--- src/rtl/decoder_pkg.sv ---
// Shared definitions for the request encoder and its matching 2-to-4 decoder.
//   state_t    : grant FSM states (IDLE, GRANT)
//   NUM_LINES  : number of request lines
//   ADDR_W     : width of the encoded index
//   RST_LAST   : round-robin pointer after reset, chosen so index 0 is searched first
//   onehot()   : expands an index into a one-hot line vector
package decoder_pkg;

    typedef enum logic {
        IDLE  = 1'b0,
        GRANT = 1'b1
    } state_t;

    localparam int NUM_LINES = 4;
    localparam int ADDR_W    = 2;
    localparam logic [ADDR_W-1:0] RST_LAST = 2'b11;

    function automatic logic [NUM_LINES-1:0] onehot(input logic [ADDR_W-1:0] idx);
        logic [NUM_LINES-1:0] v;
        v      = '0;
        v[idx] = 1'b1;
        return v;
    endfunction

endpackage

--- src/rtl/priority_pick.sv ---
// Combinational priority search over a request vector.
//   vec   : candidate bits
//   start : first index searched when mode=1 (rotating); ignored when mode=0
//   mode  : 1 = search start, start+1, ... (mod NUM_LINES); 0 = search 0,1,2,3
//   index : first set bit found in search order (0 when none found)
//   found : at least one bit of vec is set
module priority_pick
    import decoder_pkg::*;
(
    input  logic [NUM_LINES-1:0] vec,
    input  logic [ADDR_W-1:0]    start,
    input  logic                 mode,
    output logic [ADDR_W-1:0]    index,
    output logic                 found
);

    logic [ADDR_W-1:0]    base;
    logic [ADDR_W-1:0]    pos [NUM_LINES];
    logic [NUM_LINES-1:0] hit;

    assign base = mode ? start : '0;

    // pos[k] is the k-th index in search order; addition wraps modulo 4.
    generate
        for (genvar gi = 0; gi < NUM_LINES; gi++) begin : g_order
            assign pos[gi] = base + ADDR_W'(gi);
            assign hit[gi] = vec[pos[gi]];
        end
    endgenerate

    // Scan from the back so the earliest hit in search order wins.
    always_comb begin
        index = '0;
        found = 1'b0;
        for (int k = NUM_LINES - 1; k >= 0; k--) begin
            if (hit[k]) begin
                index = pos[k];
                found = 1'b1;
            end
        end
    end

endmodule

--- src/rtl/request_encoder.sv ---
// Sequential 4-to-2 request encoder with sticky pending bits and valid/ack handshake.
//   clk                : rising-edge clock
//   reset              : asynchronous active-high reset
//   in0..in3           : request lines, sampled each edge while enable=1
//   enable             : allow capture of new requests
//   ack                : consumer accepts the presented index (only while valid=1)
//   address0/address1  : registered index of the granted line (address1 = MSB)
//   valid              : registered, address holds a pending index
//   pending            : registered sticky request bits
// ROUND_ROBIN=1 rotates priority starting after the last accepted index;
// ROUND_ROBIN=0 gives fixed priority with in0 highest.
module request_encoder
    import decoder_pkg::*;
#(
    parameter bit ROUND_ROBIN = 1'b1
) (
    input  logic                 clk,
    input  logic                 reset,
    input  logic                 in0,
    input  logic                 in1,
    input  logic                 in2,
    input  logic                 in3,
    input  logic                 enable,
    input  logic                 ack,
    output logic                 address0,
    output logic                 address1,
    output logic                 valid,
    output logic [NUM_LINES-1:0] pending
);

    state_t               state_reg, state_next;
    logic [ADDR_W-1:0]    addr_reg, addr_next;
    logic [ADDR_W-1:0]    last_reg, last_next;
    logic [NUM_LINES-1:0] pending_reg, pending_next;

    logic                 accept;
    logic [NUM_LINES-1:0] clr;
    logic [NUM_LINES-1:0] set;
    logic [ADDR_W-1:0]    search_start;
    logic [ADDR_W-1:0]    pick_index;
    logic                 pick_found;

    // Pending update and pointer advance. The pick must see the pointer as it
    // will be after this edge so back-to-back grants rotate correctly.
    always_comb begin
        accept       = (state_reg == GRANT) && ack;
        clr          = accept ? onehot(addr_reg) : '0;
        set          = enable ? {in3, in2, in1, in0} : '0;
        pending_next = (pending_reg & ~clr) | set;   // set wins over clear
        last_next    = accept ? addr_reg : last_reg;
        search_start = last_next + ADDR_W'(1);
    end

    priority_pick u_pick (
        .vec   (pending_next),
        .start (search_start),
        .mode  (ROUND_ROBIN),
        .index (pick_index),
        .found (pick_found)
    );

    always_comb begin
        state_next = state_reg;
        addr_next  = addr_reg;
        case (state_reg)
            IDLE: begin
                if (pick_found) begin
                    addr_next  = pick_index;
                    state_next = GRANT;
                end
            end
            GRANT: begin
                // Without ack the presented index is frozen even if new bits arrive.
                if (ack) begin
                    if (pick_found) begin
                        addr_next = pick_index;
                    end else begin
                        state_next = IDLE;
                    end
                end
            end
            default: state_next = IDLE;
        endcase
    end

    always_ff @(posedge clk or posedge reset) begin
        if (reset) begin
            state_reg   <= IDLE;
            addr_reg    <= '0;
            last_reg    <= RST_LAST;
            pending_reg <= '0;
        end else begin
            state_reg   <= state_next;
            addr_reg    <= addr_next;
            last_reg    <= last_next;
            pending_reg <= pending_next;
        end
    end

    assign address0 = addr_reg[0];
    assign address1 = addr_reg[1];
    assign valid    = (state_reg == GRANT);
    assign pending  = pending_reg;

endmodule

--- config.mk ---
export PLATFORM = sky130hd
export DESIGN_NAME = request_encoder
export DESIGN_NICKNAME = d
export VERILOG_FILES = /design/src/rtl/decoder_pkg.sv /design/src/rtl/priority_pick.sv /design/src/rtl/request_encoder.sv
export SDC_FILE = /design/constraint.sdc
export NUM_CORES = 1
export LEC_CHECK = 0
export CAP_MARGIN = 25
export CORE_UTILIZATION = 45
export CTS_BUF_LIST = sky130_fd_sc_hd__clkbuf_16
export CTS_CLUSTER_DIAMETER = 80
export DETAILED_ROUTE_END_ITERATION = 12
export PLACE_DENSITY = 0.7
export SYNTH_ARGS = -nofsm -noshare
export SYNTH_HDL_FRONTEND = slang
export SYNTH_SLANG_ARGS = --single-unit
--- constraint.sdc ---
create_clock -name clk -period 2.2 [get_ports clk]
set_input_delay 0.44 -clock clk [delete_from_list [all_inputs] [get_ports clk]]
set_output_delay 0.44 -clock clk [all_outputs]
set_load 0.03 [all_outputs]
; Word level (Yosys, flattened, before mapping)
; Index checks and enable logic that the tools add are counted.
[op_classes]
n_bitwise = 4
eq_ne = 1
n_addsub = 4
n_lt_le_gt_ge = 6
n_mux = 27
reduce_logical = 2
[ops]
columns = cell, n
row1 = 2-bit by 3-bit less-than comparator with 1-bit output (second input constant), 5
row2 = 2-bit 2-to-1 mux, 7
row3 = 1-bit 2-to-1 mux, 11
row4 = 1-bit binary-select mux with 2-bit select, 4
row5 = 4-bit 2-to-1 mux, 2
row6 = 2-bit by 1-bit adder with 2-bit output (second input constant), 2
row7 = 2-bit adder (second input constant), 2
row8 = 4-bit bitwise AND, 1
row9 = 4-bit inverter, 1
row10 = 4-bit OR, 1
row11 = 2-bit case mux with 2 select lines, 1
row12 = 1-bit demux with 2-bit select, 1
row13 = 2-bit by 1-bit >= comparator with 1-bit output (second input constant), 1
row14 = 1-bit logical AND, 2
row15 = 2-bit inequality test (second input constant), 1
row16 = 1-bit case mux with 2 select lines, 1
row17 = 1-bit inverter, 1
[word_totals]
elab_cells = 48
reg_bits = 9

; Longest topological paths before layout
[logic_depth]
depth_word = 17
ltp_mapped = 7

; Hierarchy
; Synthesis repeated with hierarchy kept, for this count alone.
[unflattened]
hier_cells = 60
area_unflattened_um2 = 526.8
[by_module_without_submodules]
columns = module, cells_each, instances, area_per_inst_um2, seq_area_each_um2
row1 = request_encoder, 36, 1, 391.6, 227.7
row2 = priority_pick, 24, 1, 135.1, 0.0

; Least setup slack after synthesis
; No wires, ideal clock.
[synth_path]
kind = flip-flop to flip-flop
from = register addr_reg[0]
to = register addr_reg[1]
path_slack_ns = 0.345
path_buffers = 1
path_stages_with_launch = 7
period_less_slack_ns = 1.855
setup_ns = 0.121
required_time_ns = 2.079
arrival_ns = 1.734
path_cell_list = dfrtp_1 -> buf_6 -> mux2_4 -> o32a_4 -> o31ai_4 -> nor2_1 -> a22o_1
[synth_between]
elab_chain_cells = 17
[synth_lines]
columns = item, line
row1 = from (decl), request_encoder.sv:32  ; logic [ADDR_W-1:0] addr_reg, addr_next;
row2 = from (signal assigned), request_encoder.sv:94  ; addr_reg <= addr_next;
row3 = 2-bit by 3-bit less-than comparator with 1-bit output (not written as such) or 2-bit by 1-bit >= comparator with 1-bit output (tied branches), decoder_pkg.sv:21  ; v[idx] = 1'b1;
row4 = 1-bit logical AND (not written as such), decoder_pkg.sv:21
row5 = 1-bit 2-to-1 mux (not written as such), decoder_pkg.sv:21
row6 = 1-bit demux with 2-bit select, decoder_pkg.sv:21
row7 = 4-bit 2-to-1 mux, request_encoder.sv:47  ; clr = accept ? onehot(addr_reg) : '0;
row8 = 4-bit inverter, request_encoder.sv:49  ; pending_next = (pending_reg & ~clr) | set;
row9 = 4-bit bitwise AND, request_encoder.sv:49
row10 = 4-bit OR, request_encoder.sv:49
row11 = 1-bit binary-select mux with 2-bit select, priority_pick.sv:27  ; assign hit[gi] = vec[pos[gi]];
row12 = 1-bit 2-to-1 mux (not written as such), priority_pick.sv:27
row13 = 2-bit 2-to-1 mux or 1-bit 2-to-1 mux (tied branches) (4 in series), priority_pick.sv:36  ; if (hit[k]) begin
row14 = 2-bit 2-to-1 mux (*), "request_encoder.sv:67, request_encoder.sv:75"
row15 = 2-bit 2-to-1 mux, request_encoder.sv:74  ; if (ack) begin
row16 = 2-bit case mux with 2 select lines (*), request_encoder.sv:65  ; case (state_reg)
; Mark *: on every way between the ends. The rest lies on a longest branch, timed or not. The select of a mux whose other input is x is not followed.
; A chain may end at the register's enable or synchronous reset.

; Worst setup path in the final report
[layout_path]
from = input ack
to = register addr_reg[1]
[layout_between]
elab_chain_cells = 14
[layout_lines]
columns = item, line
row1 = from (decl), request_encoder.sv:24  ; input logic ack,
row2 = "parallel branches: the longest is 14 deep, another holds 2-bit by 1-bit adder with 2-bit output", n/a
; Several ways; the timed one is not identified. The select of a mux whose other input is x is not followed.

==> metrics.txt <==
Largest stage delay, worst path=between 500 and 600 ps; Final TNS setup=0 ps; compound-gate portion of the synthesized area=34.4%; Max IR drop VDD=about 1.1 mV; CTS tree=done; setup repair after global routing missed its margin=no; via density per instance=around 5.8; Max Transition Viols Final=0; vias in the first global route=~530; average instance area after synthesis=around 9 um2; Clock Latency Late Sink=~230 ps; number of instances resized during post-cts repair=0; combinational family with the most area after synthesis=compound AO/OA/AOI/OAI gates; post-layout instance count excluding filler cells=101; CTS max path bufs=2; number of hold-slack violations in the final timing report=0; number of antenna violations at the first check in global routing=0; fraction of final layout cells sized beyond drive strength 1=around 15%; number of nets at the end of the flow=between 90 and 100; number of max-capacitance violations reported=0; final total power=0.00126 W; crit path max-delay cell type=sky130_fd_sc_hd__clkdlybuf4s50_1; Clk pwr share=between 20% and 30%; cell area power density=~1500 nW/um2; first-pass GRT wire length=2320 um; post-synthesis sequential area ratio=36.8%; sort of element at the end of the critical path=register; number of nets in the synthesized netlist=between 70 and 80; clock-pin transition on the worst setup and hold timing paths=~40 ps; cell leakage power=between 0.3 and 0.4 nW; # clock sinks=9; worst path cell trace=clkdlybuf4s50_1 > nand2_1 > o32a_4 > o31ai_4 > nor2_1 > a22o_1; number of iterations in the first detailed-routing pass=4; initial standard-cell utilization of the core=52.1%; fraction of the mapped netlist area in adder cells=0%; highest achievable clock rate=just over 500 MHz; finished layout cell area=roughly 860 um2; Slew @ Worst Pin=~410 ps; aggregate global-route resource usage=between 20% and 30%; post-place instance area=approximately 800 um2; Sw Ratio=39.3%; Post-synth EDFFs=0; Internal Pwr Total=0.000767 W; DRC violation count after routing=0; Reg2Reg Capture Point=addr_reg[1]$_DFFE_PP0P_; post-synthesis instance area=slightly above 600 um2; antenna diode count=0; multi-input logic area=between 300 and 400 um2; Buffers on Ports=14; type of the worst setup path=in -> reg; number of cells on the worst reg-to-reg path=5; result of the run=completed; placed cell count=slightly below 100; CTS H-Tree Depth=1; unique cell type count in the Yosys netlist=31; area added between synthesis and finish=39.7%; logic gate share of total power=a little under half; element type at the critical path start=primary input; GRT Residual Overflow=0; layout filler cell count=91; number of buffers added to fix hold violations after cts=0; cell count after synthesis=68; wire length per cell after detailed routing=approximately 15 um; Top FF cell, synth=sky130_fd_sc_hd__dfrtp_1; r2r setup slk=400 ps; Sequential Area=228 um2; r2r startpoint=addr_reg[0]$_DFFE_PP0P_; post-route clock skew=~0.6 ps; worst hold-check slack=between 400 and 500 ps; routability congestion estimate from global placement=0.882; endpoint required time on the critical path=between 2000 and 2500 ps; remaining max-slew budget at the tightest pin=slightly above 70%; Async SR Flop Fraction=between 90% and 100%; Total Routed Length=between 1500 and 2000 um; Synth Area in Simple Gates=between 15 and 20%; CP max FO=7; Vert. Die Dim=about 39 um; portion of total power attributed to sequential cells=27.5%; maximum number of pins on one net before global-route repair=11; xor and xnor area share after synthesis=0%; multiplexer share of the synthesized area=slightly above 4%; power dissipated by switching net loads=0.000498 W; final critical-path share of the clock period=between 80 and 90%; Antenna Violating Nets Remaining=0; count of warnings emitted by yosys=0; Largest register FFs=4; Arr. time, crit path=just over 2000 ps; die area=1530 um2; total via count in the routed design=590; Detailed Place HPWL=between 1000 and 1500 um; Setup-failing EPs final=0; CTS Root Cell=sky130_fd_sc_hd__clkbuf_16; Boundary Pins=15; clock buffers created by TritonCTS=3; drt initial violations=12; Min-Delay Path Class=in -> async; total core area=around 1200 um2; post-layout min period=roughly 2000 ps; total setup buffers inserted after CTS=0; Yosys reg bits=9; die width=approximately 39 um; count of standard-cell rows=12
[cells by family after synthesis]
kind of cell | after synthesis
AO/OA/AOI/OAI | 26
AND/OR/NAND/NOR | 25
flip-flops | 9
buffers and inverters | 6
multiplexers | 2
[layout by cell type (no fill, tap or decap), types with 2 or more instances in the layout]
master                            count
sky130_fd_sc_hd__nand2_1             11
sky130_fd_sc_hd__o21ai_0              4
sky130_fd_sc_hd__a22o_1               2
sky130_fd_sc_hd__inv_1                4
sky130_fd_sc_hd__dfrtp_1              7
sky130_fd_sc_hd__nor2_1               3
sky130_fd_sc_hd__nand4_1              2
sky130_fd_sc_hd__a21oi_1              5
sky130_fd_sc_hd__buf_4                4
sky130_fd_sc_hd__clkbuf_16            3
sky130_fd_sc_hd__clkdlybuf4s50_1     14
sky130_fd_sc_hd__nand2b_1             2
sky130_fd_sc_hd__a21o_1               2
sky130_fd_sc_hd__nand3_1              2
sky130_fd_sc_hd__and3_1               2
sky130_fd_sc_hd__dfstp_2              2
sky130_fd_sc_hd__o31ai_1              3
[layer usage]
layer / vias up / global-route usage [%] / routed length (um)
met4: 0 / 10.3 / 17
met5: - / 0 / 0
li1: 295 / - / -
met2: 15 / 40.8 / 712
met1: 276 / 26.7 / 721
met3: 4 / 8.67 / 72
[cells in the mapped netlist, drive strengths merged, types with 2 or more instances]
library cell / count / area (um2)
nand3: 2 / 10.0
nand4: 2 / 12.5
buf: 3 / 21.3
nand2: 11 / 41.3
o31ai: 4 / 43.8
dfrtp: 7 / 175
o21ai: 4 / 20.0
a22o: 2 / 17.5
a21o: 2 / 15.0
dfstp: 2 / 52.6
nor2: 3 / 11.3
and3: 2 / 12.5
a21oi: 5 / 25.0
inv: 3 / 11.3
nand2b: 2 / 12.5
[how the worst max path moves through the flow]
| stage | start | to | cells past startpoint |
|---|---|---|---|
| after CTS | ack | addr_reg[1]$_DFFE_PP0P_ | 6 |
| after global routing | ack | addr_reg[1]$_DFFE_PP0P_ | 6 |
| after floorplan | addr_reg[0]$_DFFE_PP0P_ | addr_reg[1]$_DFFE_PP0P_ | 6 |
| after detailed placement | ack | addr_reg[1]$_DFFE_PP0P_ | 6 |
| final | ack | addr_reg[1]$_DFFE_PP0P_ | 6 |
| after global placement | ack | addr_reg[1]$_DFFE_PP0P_ | 6 |
[power groups by stage]
stage	sequential, W	clock [W]	combinational [W]
2_1_floorplan	0.000403	0	0.000340
3_3_place_gp	0.000345	0	0.000592
3_5_place_dp	0.000346	0	0.000598
4_1_cts	0.000344	0.000318	0.000602
5_1_grt	0.000355	0.000329	0.000649
6_report	0.000348	0.000314	0.000602
[through the flow]
step | setup slack, ps | utilization [%]
final | 245 | 72.8
after global routing | 175 | 72.8
after CTS | 254 | 72.8
after detailed placement | 55.8 | 66.1
after global placement | 51.9 | 66.1
after floorplan | 345 | -
[critical path, delay by kind of cell]
family	cells	cell delay, ps
AO/OA/AOI/OAI	3	820
AND/OR/NAND/NOR	2	230
buffers and inverters	1	580
[final cells by class]
cell class | instances | area share, %
well taps | 14 | 2.03
flip-flops and latches | 9 | 26.4
clock buffers | 3 | 8.70
multi-input cells | 53 | 41.4
clock inverters | 1 | 0.435
repair buffers | 18 | 19.7
inverters | 3 | 1.30
Note: power is estimated with default switching activity, not from simulation.
